===== src/rtl/fwd_hazard_tracker.sv =====
// Forwarding and hazard unit: keeps its own shadow pipeline of in-flight destination tags (EX onward)
// and derives EX forward selects, MEM-stage ld/st forwards, load-use stalls and a saturating stall counter.
module fwd_hazard_tracker #(
    parameter int REG_BITS  = 4,
    parameter int NUM_SRC   = 2,
    parameter int FWD_DEPTH = 2,
    parameter int LOAD_LAT  = 1,
    parameter int CNT_BITS  = 16,
    localparam int FSEL_W   = $clog2(FWD_DEPTH + 1)
) (
    input  logic                        clk,
    input  logic                        rst,
    input  logic                        id_valid,
    input  logic [NUM_SRC*REG_BITS-1:0] id_src,
    input  logic [NUM_SRC-1:0]          id_src_used,
    input  logic [REG_BITS-1:0]         id_rd,
    input  logic                        id_rw,
    input  logic                        id_mr,
    input  logic                        id_mw,
    input  logic                        mem_stall,
    input  logic                        flush,
    output logic                        stall,
    output logic [NUM_SRC*FSEL_W-1:0]   ex_fwd_sel,
    output logic [NUM_SRC-1:0]          mem_fwd,
    output logic [CNT_BITS-1:0]         stall_cnt
);

    // Entry 0 is EX, entry k is the k-th pipeline register after EX.
    logic                        valid_q [FWD_DEPTH+1];
    logic                        rw_q    [FWD_DEPTH+1];
    logic                        mr_q    [FWD_DEPTH+1];
    logic                        mw_q    [FWD_DEPTH+1];
    logic [REG_BITS-1:0]         rd_q    [FWD_DEPTH+1];
    logic [NUM_SRC*REG_BITS-1:0] src_q   [FWD_DEPTH+1];
    logic [NUM_SRC-1:0]          used_q  [FWD_DEPTH+1];
    logic [CNT_BITS-1:0]         cnt_q, cnt_d;

    logic load_use;
    logic ins_d;
    logic early_load_hit;

    always_comb begin
        load_use = 1'b0;
        for (int s = 0; s < NUM_SRC; s++) begin
            for (int j = 0; j < LOAD_LAT; j++) begin
                if (id_valid && id_src_used[s] && valid_q[j] && mr_q[j] && rw_q[j] &&
                    rd_q[j] != '0 && rd_q[j] == id_src[s*REG_BITS +: REG_BITS]) begin
                    load_use = 1'b1;
                end
            end
        end
    end

    assign stall = mem_stall | (load_use & ~flush);
    assign ins_d = id_valid & ~flush & ~load_use;

    // Scanning oldest to youngest lets the youngest producer overwrite the select.
    always_comb begin
        ex_fwd_sel     = '0;
        early_load_hit = 1'b0;
        for (int s = 0; s < NUM_SRC; s++) begin
            for (int k = FWD_DEPTH; k >= 1; k--) begin
                if (valid_q[k] && rw_q[k] && rd_q[k] != '0 && used_q[0][s] &&
                    rd_q[k] == src_q[0][s*REG_BITS +: REG_BITS]) begin
                    ex_fwd_sel[s*FSEL_W +: FSEL_W] = FSEL_W'(k);
                    if (k <= LOAD_LAT && mr_q[k]) early_load_hit = 1'b1;
                end
            end
        end
    end

    generate
        if (FWD_DEPTH >= 2) begin : g_mem_fwd
            always_comb begin
                mem_fwd = '0;
                for (int s = 0; s < NUM_SRC; s++) begin
                    if (valid_q[1] && (mr_q[1] || mw_q[1]) && used_q[1][s] &&
                        valid_q[2] && rw_q[2] && rd_q[2] != '0 &&
                        rd_q[2] == src_q[1][s*REG_BITS +: REG_BITS]) begin
                        mem_fwd[s] = 1'b1;
                    end
                end
            end
        end else begin : g_no_mem_fwd
            assign mem_fwd = '0;
        end
    endgenerate

    always_comb begin
        cnt_d = cnt_q;
        if (stall && cnt_q != '1) cnt_d = cnt_q + CNT_BITS'(1);
    end

    assign stall_cnt = cnt_q;

    always_ff @(posedge clk or posedge rst) begin
        if (rst) begin
            for (int k = 0; k <= FWD_DEPTH; k++) begin
                valid_q[k] <= 1'b0;
                rw_q[k]    <= 1'b0;
                mr_q[k]    <= 1'b0;
                mw_q[k]    <= 1'b0;
                rd_q[k]    <= '0;
                src_q[k]   <= '0;
                used_q[k]  <= '0;
            end
            cnt_q <= '0;
        end else begin
            if (!mem_stall) begin
                for (int k = FWD_DEPTH; k >= 1; k--) begin
                    valid_q[k] <= valid_q[k-1];
                    rw_q[k]    <= rw_q[k-1];
                    mr_q[k]    <= mr_q[k-1];
                    mw_q[k]    <= mw_q[k-1];
                    rd_q[k]    <= rd_q[k-1];
                    src_q[k]   <= src_q[k-1];
                    used_q[k]  <= used_q[k-1];
                end
                // A bubble carries no fields so a killed instruction can never match.
                valid_q[0] <= ins_d;
                rw_q[0]    <= ins_d & id_rw;
                mr_q[0]    <= ins_d & id_mr;
                mw_q[0]    <= ins_d & id_mw;
                rd_q[0]    <= ins_d ? id_rd : '0;
                src_q[0]   <= ins_d ? id_src : '0;
                used_q[0]  <= ins_d ? id_src_used : '0;
            end
            cnt_q <= cnt_d;
        end
    end

    logic unused_ok;
    assign unused_ok = mw_q[0] ^ mw_q[FWD_DEPTH] ^ (^src_q[FWD_DEPTH]) ^ (^used_q[FWD_DEPTH]);

    a_no_early_load: assert property (@(posedge clk) disable iff (rst) !early_load_hit);

endmodule

===== config.mk =====
export PLATFORM = sky130hd
export DESIGN_NAME = fwd_hazard_tracker
export DESIGN_NICKNAME = d
export VERILOG_FILES = /design/src/rtl/fwd_hazard_tracker.sv
export SDC_FILE = /design/constraint.sdc
export NUM_CORES = 1
export LEC_CHECK = 0
export BUFFER_PORTS_ARGS = -buffer_cell sky130_fd_sc_hd__buf_2
export CAP_MARGIN = 20
export CELL_PAD_IN_SITES_DETAIL_PLACEMENT = 0
export CELL_PAD_IN_SITES_GLOBAL_PLACEMENT = 1
export CORE_ASPECT_RATIO = 1.4
export CORE_MARGIN = 5
export CORE_UTILIZATION = 32
export CTS_CLUSTER_DIAMETER = 60
export DETAILED_ROUTE_END_ITERATION = 16
export GPL_TIMING_DRIVEN = 0
export PLACE_DENSITY_LB_ADDON = 0.1
export SKIP_LAST_GASP = 1
export SLEW_MARGIN = 20
export SYNTH_ARGS = -nofsm -noshare
export SYNTH_HDL_FRONTEND = slang
export SYNTH_SLANG_ARGS = --single-unit
export TNS_END_PERCENT = 50

===== constraint.sdc =====
create_clock -name clk -period 2.4 [get_ports clk]
set_input_delay 0.36 -clock clk [delete_from_list [all_inputs] [get_ports clk]]
set_output_delay 0.36 -clock clk [all_outputs]
set_load 0.02 [all_outputs]

==> impl_metrics.env, run 1 <==
export IMPL_drt_pass1_iter_count=4
export IMPL_wl_per_cell_um=17.5
export IMPL_first_global_vias=2164
export IMPL_path_class="reg -> out"
export IMPL_synth_avg_cell_area_um2=12.1
export IMPL_power_leakage_nw=1.71
export IMPL_yosysTopAreaCell="dfrtp_1"
export IMPL_portBuffers=43
export IMPL_clk_latency_ns=0.32
export IMPL_hold_class="in -> reg"
export IMPL_antenna_found_initial=0
export IMPL_yosysUniqueCellTypes=30
export IMPL_dpl_hpwl_mm=5.27
export IMPL_grt_max_degree=48
export IMPL_slew_violations=0
export IMPL_status="finished, final reports clean"
export IMPL_rrSetupSlack_ns=0.15
export IMPL_setup_viol_count_final=0
export IMPL_period_minus_slack_ns=2.38
export IMPL_worst_slack_ns=0.0195
export IMPL_peakVddDrop_v=0.000569
export IMPL_via_per_inst=5.04
export IMPL_clockRootBuffer="clkbuf_16"
export IMPL_dr_first_iter_drc_count=46
export IMPL_die_w_um=89.1
export IMPL_clkSlewWorstSetupHoldPaths_ns=0.05
export IMPL_drive_above_1_share_pct=37.2
export IMPL_cts_tree="done"
export IMPL_nNetsFinal=312
export IMPL_track_usage_pct=14.4
export IMPL_start_util_pct=32.7
export IMPL_pin_count=45
export IMPL_grt_first_pass_wirelength_mm=11.5
export IMPL_dieHeight_um=121
export IMPL_worstPathCellList="or4_1, nand4_1, o22ai_4, a21oi_4, buf_6, inv_1, buf_2"
export IMPL_grt_overflow=0
export IMPL_crit_path_start_kind="flip-flop"
export IMPL_area_delta_synth_final_pct=26.4
export IMPL_rsz0062_at_grt="yes"
export IMPL_synth_area_um2=2800
export IMPL_fmax_mhz=420
export IMPL_synth_cells=231
export IMPL_drv_cap=0
export IMPL_num_antenna_cells=0
export IMPL_clk_path_buf_depth=2
export IMPL_cp_max_fo=5
export IMPL_regArea_um2=1460
export IMPL_final_cell_mix="dfrtp_1, buf_2, mux2_2"
export IMPL_num_vias=2005
export IMPL_mostFrequentLayoutCell="dfrtp_1"
export IMPL_cp_slowest_cell="or4_1"
export IMPL_finalHoldViolations=0
export IMPL_multi_input_area_um2=1320
export IMPL_num_rows=40
export IMPL_holdWs_ns=0.255
export IMPL_drc=0
export IMPL_endpoint_kind="output pin"
export IMPL_max_stage_delay_ns=0.53
export IMPL_gp_congestion=0.744
export IMPL_cp_arrival_ns=2.02
export IMPL_syn_nets=254
export IMPL_fin_skew_ns=0.00512
export IMPL_ys_warn_count=0
export IMPL_max_slew_margin_pct=59.3
export IMPL_synth_area_leaders="dfrtp_1, mux2_2, xor2_1"
export IMPL_min_period_over_period_pct=99.2
export IMPL_fill_cells=840
export IMPL_numCtsBuffers=9
export IMPL_die_area_um2=10800
export IMPL_tightest_slew_ns=0.610
export IMPL_required_ns=2.04
export IMPL_synth_seq_cells=58
export IMPL_wl_mm=6.96
export IMPL_synth_top_area_share_pct=51.8
export IMPL_htreeDepth=3
export IMPL_clkSinkCount=58
export IMPL_ant_nets=0
export IMPL_synth_seq_area_share_pct=51.8
export IMPL_fp_coreArea_um2=8560
export IMPL_dp_worst_setup_slack_ns=-0.0284
export IMPL_pwr_density_cell_nw_per_um2=845
logic make-up (layout without fill, tap and decap cells):
logic type	after synthesis	after routing	share of synthesized area, %
flops	58	58	51.8
buf+inv	15	77	2.41
simple gates	61	61	13.2
fa+ha+maj	1	1	0.447
mux	29	29	11.7
xor+xnor	43	43	13.4
compound gates	24	24	7.06
final timing paths:
path                              start            end  depth (start not counted)
max                             rd_q[9]          stall                          7
min                               id_mr        mr_q[2]                          2
max reg2reg                     rd_q[8]  stall_cnt[14]                          8
min reg2reg                stall_cnt[5]   stall_cnt[5]                          1
max in group asynchronous           rst        rd_q[8]                          4
min in group asynchronous           rst   stall_cnt[0]                          3
critical path, delay by kind of cell (launching register included):
family	cells	cell delay, ns
AO/OA/AOI/OAI	2	0.29
buffers and inverters	3	0.29
AND/OR/NAND/NOR	2	0.67
flip-flops	1	0.44
cells in the mapped netlist (all sizes together):
library cell,n
clkbuf,7
and2,1
ha,1
and4,4
o21ai,4
nor2,6
nand2,7
a22o,17
dfrtp,58
nand3,11
xor2,28
nor4b,3
a21o,1
o22ai,1
or4,3
xnor2,15
a21oi,1
inv,4
mux2,29
and3,2
nand2b,1
buf,4
nand4,5
nor3b,2
nor4,8
nor3,8
metal layers:
metal  vias to the layer above  routed length, µm  global-route usage [%]
met5                         -                  0                       0
met4                         0                226                    7.54
met3                        15                299                    3.68
met1                       991               2680                    16.2
li1                        951                  -                       -
met2                        48               3760                    24.4
registers in the layout, indices dropped and copies added, names as in the netlist:
register and cells:
src_q 16, stall_cnt 16, rd_q 12, used_q 4
rw_q 3, valid_q 3, mr_q 2, mw_q 2
cell type report:
cell class / instances / area share [%]
Sequential cell: 58 / 41.1
Clock buffer: 12 / 7.25
Tap cell: 105 / 3.71
Timing Repair Buffer: 51 / 8.48
Multi-Input combinational cell: 158 / 37.3
Inverter: 4 / 0.495
Buffer: 7 / 1.17
Clock inverter: 3 / 0.424
where the power goes:
| part | total [mW] | switching [mW] | leakage, nW | internal, mW |
|---|---|---|---|---|
| sequential | 1.27 | 0.158 | 0.757 | 1.11 |
| combinational | 0.567 | 0.308 | 0.817 | 0.259 |
| clock | 1.15 | 0.412 | 0.138 | 0.741 |
timing repair:
item / CTS / global route
hold endpoints to repair: 11 / 0
gates resized for setup: 9 / 4
setup buffers: 4 / 2
hold buffers: 1 / 0
pin swaps: 3 / 0
setup endpoints to repair: 5 / 7
per-stage QoR:
step	TNS (ns)	utilization (%)	instance area [µm²]	total power, mW	cells
after floorplan	0	-	2800	1.63	231
after global placement	-16.39	36.8	3150	1.83	379
after detailed placement	-0.0284	37.1	3180	1.85	380
after CTS	-0.00985	41.1	3520	3.03	398
after global routing	-0.101	41.4	3540	3.17	398
final	0	41.4	3540	2.99	398
(Power assumes the default switching activity.)
==> run 2: changes to the inputs <==
--- a/config.mk
+++ b/config.mk
@@ -9,7 +9,7 @@
 export CAP_MARGIN = 20
 export CELL_PAD_IN_SITES_DETAIL_PLACEMENT = 0
 export CELL_PAD_IN_SITES_GLOBAL_PLACEMENT = 1
-export CORE_ASPECT_RATIO = 1.4
+export CORE_ASPECT_RATIO = 0.75
 export CORE_MARGIN = 5
 export CORE_UTILIZATION = 32
 export CTS_CLUSTER_DIAMETER = 60
==> constraint.sdc (replaced) <==
create_clock -name clk -period 2.7 [get_ports clk]
set_input_delay 0.405 -clock clk [delete_from_list [all_inputs] [get_ports clk]]
set_output_delay 0.405 -clock clk [all_outputs]
set_load 0.02 [all_outputs]
==> run 2 against run 1 <==
  * Sequential share of layout area is 0.12 points higher
  * Largest power group is now clock
  * Sequential power is 12% lower
  * Critical path depth stayed put
  * Critical path type unchanged
  * Hold slack worse by 0.22 ns
==> impl_metrics.env, run 2 (synthesized netlist as in run 1, its figures left out) <==
export IMPL_crit_buf_inv=3
export IMPL_peakVddDrop_v=0.000364
export IMPL_htreeDepth=3
export IMPL_period_minus_slack_ns=2.57
export IMPL_holdWs_ns=0.0342
export IMPL_antenna_found_initial=0
export IMPL_dieHeight_um=91.0
export IMPL_path_class="reg -> out"
export IMPL_cp_max_fo=10
export IMPL_tightest_slew_ns=0.697
export IMPL_worstReg2RegEnd="src_q[18]"
export IMPL_status="finished, final reports clean"
export IMPL_slew_violations=0
export IMPL_dr_first_iter_drc_count=45
export IMPL_ff2ff_path_depth=6
export IMPL_endpoint_kind="output pin"
export IMPL_finalHoldViolations=0
export IMPL_drc=0
export IMPL_wl_met1_mm=3.92
export IMPL_final_cell_mix="dfrtp_1, buf_2, mux2_2"
export IMPL_clk_path_buf_depth=2
export IMPL_hold_class="in -> async"
export IMPL_highest_signal_layer="met4"
export IMPL_start_util_pct=33.0
export IMPL_clkSinkCount=58
export IMPL_min_period_over_period_pct=95.2
export IMPL_route_met3_wl_um=311
export IMPL_mostFrequentLayoutCell="dfrtp_1"
export IMPL_wl_per_cell_um=17.3
export IMPL_die_area_um2=10700
export IMPL_via_per_inst=4.88
export IMPL_power_leakage_nw=1.71
export IMPL_r2r_start="rd_q[8]"
export IMPL_drt_pass1_iter_count=4
export IMPL_cp_top_family="simple AND/OR/NAND/NOR gates"
export IMPL_max_stage_delay_ns=0.57
export IMPL_portBuffers=43
export IMPL_area_delta_synth_final_pct=25.5
export IMPL_fill_cells=855
export IMPL_first_global_vias=2023
export IMPL_ant_nets=0
export IMPL_cp_slowest_cell="or4_1"
export IMPL_grt_max_degree=41
export IMPL_final_util_pct=41.4
export IMPL_pwr_density_cell_nw_per_um2=805
export IMPL_die_w_um=118
export IMPL_setup_viol_count_final=0
export IMPL_required_ns=2.30
export IMPL_nNetsFinal=310
export IMPL_num_antenna_cells=0
export IMPL_clockRootBuffer="clkbuf_16"
export IMPL_grt_overflow=0
export IMPL_num_rows=29
export IMPL_cts_tree="done"
export IMPL_fp_coreArea_um2=8490
export IMPL_cp_arrival_ns=2.16
export IMPL_max_slew_margin_pct=53.5
export IMPL_drv_cap=0
export IMPL_fin_skew_ns=0.00620
export IMPL_fmax_mhz=389
export IMPL_rrSetupSlack_ns=0.49
export IMPL_grt_first_pass_wirelength_mm=11.5
export IMPL_holdBufCountCts=0
export IMPL_p_total_mw=2.83
export IMPL_track_usage_pct=13.6
export IMPL_pin_count=45
export IMPL_wl_met2_mm=2.61
export IMPL_drive_above_1_share_pct=32.9
export IMPL_numCtsBuffers=9
export IMPL_wl_mm=6.91
export IMPL_dpl_hpwl_mm=5.13
export IMPL_crit_path_start_kind="flip-flop"
export IMPL_clk_latency_ns=0.32
export IMPL_worstPathCellList="or4_1, nand4_1, o22ai_2, a21oi_4, buf_4, inv_1, buf_2"
export IMPL_gp_congestion=0.724
export IMPL_rsz0062_at_grt="no"
export IMPL_num_vias=1951
export IMPL_clkSlewWorstSetupHoldPaths_ns=0.05
==> run 2: changes by cell type in the layout (fill, tap and decap cells not counted), sizes merged <==
| cell | previous run | this run |
|---|---|---|
| clkbuf | 15 | 18 |
| buf | 54 | 49 |
| clkinv | 3 | 2 |
| dlygate4sd3 | 1 | 0 |
| bufinv | 0 | 2 |
| clkinvlp | 0 | 1 |
==> run 2: power breakdown <==
group / leakage [nW] / switching [mW] / internal (mW)
clock network: 0.156 / 0.379 / 0.829
logic: 0.790 / 0.283 / 0.219
registers: 0.763 / 0.135 / 0.989
total: 1.71 / 0.796 / 2.04
==> run 2: worst reg2reg max path, stage by stage (launching register included) <==
cell and delay (ns):
dfrtp_1 0.45, or4_1 0.57, nand4_1 0.13, o22ai_2 0.13, nor4b_4 0.52, buf_6 0.22
a22o_1 0.13
==> run 2: what timing repair did <==
item                       in CTS  in global routing
setup endpoints to repair       1                  0
resized for setup               1                  0
buffers inserted                1                  0
==> run 2: area by class of cell <==
type / count / area, µm² / share of cell area, %
Inverter: 4 / 17.5 / 0.498
Clock inverter: 5 / 77.6 / 2.21
Sequential cell: 58 / 1450 / 41.3
Tap cell: 108 / 135 / 3.84
Buffer: 11 / 52.6 / 1.49
Clock buffer: 11 / 243 / 6.90
Timing Repair Buffer: 45 / 250 / 7.11
Multi-Input combinational cell: 158 / 1290 / 36.7
==> run 2: routing by layer <==
layer  vias to the layer above  global-route usage (%)
li1                        950                       -
met3                         6                    4.47
met5                         -                       0
met1                       954                    21.5
met2                        41                    16.9
met4                         0                    4.30
==> run 2: metrics by stage <==
step | instances | instance area (µm²) | setup WS, ns | TNS, ns
final | 400 | 3520 | 0.130 | 0
after global routing | 400 | 3520 | 0.0136 | 0
after CTS | 400 | 3520 | 0.117 | 0
after detailed placement | 383 | 3180 | 0.212 | 0
after global placement | 382 | 3150 | -0.0989 | -5.53
after floorplan | 231 | 2800 | 0.577 | 0
==> run 2: how the worst max path moves through the flow <==
stage          startpoint       end  slack [ns]  cells past startpoint
5_1_grt           rd_q[8]     stall        0.01                      7
3_3_place_gp          rst  rd_q[11]        -0.1                      2
4_1_cts           rd_q[8]     stall        0.12                      7
3_5_place_dp      rd_q[8]     stall        0.21                      7
6_report          rd_q[8]     stall        0.13                      7
2_1_floorplan     rd_q[8]     stall        0.58                      6
==> run 3: changes to the inputs <==
--- a/config.mk
+++ b/config.mk
@@ -10,7 +10,6 @@
 export CELL_PAD_IN_SITES_DETAIL_PLACEMENT = 0
 export CELL_PAD_IN_SITES_GLOBAL_PLACEMENT = 1
 export CORE_ASPECT_RATIO = 0.75
-export CORE_MARGIN = 5
 export CORE_UTILIZATION = 32
 export CTS_CLUSTER_DIAMETER = 60
 export DETAILED_ROUTE_END_ITERATION = 16
==> run 3 against run 2 <==
  * Cell area down 0.60%
  * Combinational power down 1%
  * Critical path depth unchanged
  * Setup slack better by 0.00099 ns
  * Final cell count unchanged
  * Non-clock buffer count unchanged
  * Critical path type unchanged
  * Critical endpoint unchanged
  * Largest power group unchanged
  * Highest routed layer unchanged
==> impl_metrics.env, run 3 (synthesized netlist as in run 1, its figures left out) <==
export IMPL_cts_tree="done"
export IMPL_p_total_mw=2.76
export IMPL_highest_signal_layer="met4"
export IMPL_num_vias=1977
export IMPL_num_rows=29
export IMPL_htreeDepth=3
export IMPL_num_antenna_cells=0
export IMPL_required_ns=2.30
export IMPL_worstPathCellList="or4_1, nand4_1, o22ai_2, a21oi_4, buf_4, inv_1, buf_2"
export IMPL_dieHeight_um=83.0
export IMPL_clk_path_buf_depth=2
export IMPL_cp_max_fo=10
export IMPL_power_leakage_nw=1.70
export IMPL_fp_coreArea_um2=8490
export IMPL_min_period_over_period_pct=95.1
export IMPL_cp_arrival_ns=2.16
export IMPL_start_util_pct=33.0
export IMPL_clk_latency_ns=0.32
export IMPL_portBuffers=43
export IMPL_via_per_inst=4.94
export IMPL_rrSetupSlack_ns=0.48
export IMPL_dpl_hpwl_mm=4.87
export IMPL_dr_first_iter_drc_count=68
export IMPL_period_minus_slack_ns=2.57
export IMPL_final_cell_mix="dfrtp_1, buf_2, mux2_2"
export IMPL_numCtsBuffers=9
export IMPL_wl_mm=6.67
export IMPL_holdBufCountCts=0
export IMPL_antenna_found_initial=0
export IMPL_hold_class="in -> async"
export IMPL_die_area_um2=9140
export IMPL_final_cell_area_um2=3500
export IMPL_crit_start="rd_q[8]"
export IMPL_fmax_mhz=389
export IMPL_max_slew_margin_pct=59.8
export IMPL_endpoint_kind="output pin"
export IMPL_slew_violations=0
export IMPL_cp_slowest_cell="or4_1"
export IMPL_wl_met2_mm=2.46
export IMPL_stdcell_count=400
export IMPL_path_class="reg -> out"
export IMPL_worstReg2RegEnd="src_q[20]"
export IMPL_setup_viol_count_final=0
export IMPL_tns_ns=0
export IMPL_wl_met1_mm=3.79
export IMPL_grt_first_pass_wirelength_mm=11.1
export IMPL_finalHoldViolations=0
export IMPL_wl_per_cell_um=16.7
export IMPL_clkSlewWorstSetupHoldPaths_ns=0.05
export IMPL_rsz0062_at_grt="no"
export IMPL_clockRootBuffer="clkbuf_16"
export IMPL_crit_path_start_kind="flip-flop"
export IMPL_drv_cap=0
export IMPL_die_w_um=110
export IMPL_pwr_density_cell_nw_per_um2=790
export IMPL_gp_congestion=0.755
export IMPL_r2r_start="rd_q[8]"
export IMPL_status="finished, final reports clean"
export IMPL_dpl_instance_area_um2=3180
export IMPL_ff2ff_path_depth=6
export IMPL_grt_max_degree=42
export IMPL_peakVddDrop_v=0.000384
export IMPL_dp_cells=383
export IMPL_mostFrequentLayoutCell="dfrtp_1"
export IMPL_tightest_slew_ns=0.603
export IMPL_grt_overflow=0
export IMPL_cp_endpoint="stall"
export IMPL_area_delta_synth_final_pct=24.8
export IMPL_fin_skew_ns=0.00455
export IMPL_clkSinkCount=58
export IMPL_first_global_vias=1962
export IMPL_track_usage_pct=16.6
export IMPL_route_met3_wl_um=357
export IMPL_ant_nets=0
export IMPL_drive_above_1_share_pct=32.2
export IMPL_drt_pass1_iter_count=4
export IMPL_pin_count=45
export IMPL_drc=0
export IMPL_max_stage_delay_ns=0.56
export IMPL_nNetsFinal=310
-- run 3: cell count changes in the layout (fill, tap and decap cells not counted) --
| cell | previous run | this run |
|---|---|---|
| clkbuf_8 | 1 | 2 |
| bufinv_16 | 2 | 1 |
| clkbuf_1 | 8 | 10 |
| clkinvlp_4 | 1 | 0 |
| clkinv_2 | 2 | 1 |
-- run 3: critical path: cells and delay by family, from the launching register on --
kind                   cells  cell delay, ns
AO/OA/AOI/OAI              2            0.29
buffers and inverters      3            0.40
flip-flops                 1            0.45
AND/OR/NAND/NOR            2            0.69
-- run 3: what timing repair did --
action	4_1_cts	5_1_grt
gates resized for setup	1	0
endpoints found under the setup margin	1	0
buffers inserted	1	0
-- run 3: layout make-up --
cell class / count / area, µm²
inverter: 4 / 17.5
clock inverter: 2 / 35.0
fill: 852 / 4990
sequential: 58 / 1450
timing repair buffer: 45 / 250
clock buffer: 14 / 264
tap: 108 / 135
multi-input combinational: 158 / 1290
buffer: 11 / 52.6
-- run 3: worst min-delay path by stage --
| stage | depth (start not counted) | endpoint | start |
|---|---|---|---|
| final | 2 | src_q[13] | rst |
| after floorplan | 1 | valid_q[2] | valid_q[2] |
| after CTS | 2 | rd_q[0] | rst |
| after global placement | 1 | stall_cnt[5] | stall_cnt[5] |
| after detailed placement | 2 | rd_q[0] | rst |
| after global routing | 2 | src_q[13] | rst |
-- run 3: layer usage --
| layer | vias up | GRT usage, % |
|---|---|---|
| met5 | - | 0 |
| met4 | 0 | 4.73 |
| met3 | 5 | 5.18 |
| met2 | 47 | 19.5 |
| met1 | 976 | 27.7 |
| li1 | 949 | - |
-- run 3: power breakdown --
group          total (mW)  internal (mW)  switching, mW  leakage (nW)
clock                1.14          0.763          0.380         0.147
sequential           1.12          0.989          0.133         0.763
combinational       0.496          0.219          0.277         0.790
-- run 3: stage by stage --
stage          util, %  setup slack, ns  hold WS [ns]
3_5_place_dp      37.5            0.228         0.378
3_3_place_gp      37.1          -0.0736         0.482
5_1_grt           41.2           0.0255        0.0427
6_report          41.2            0.131        0.0352
2_1_floorplan        -            0.577         0.464
4_1_cts           41.2            0.126        0.0328
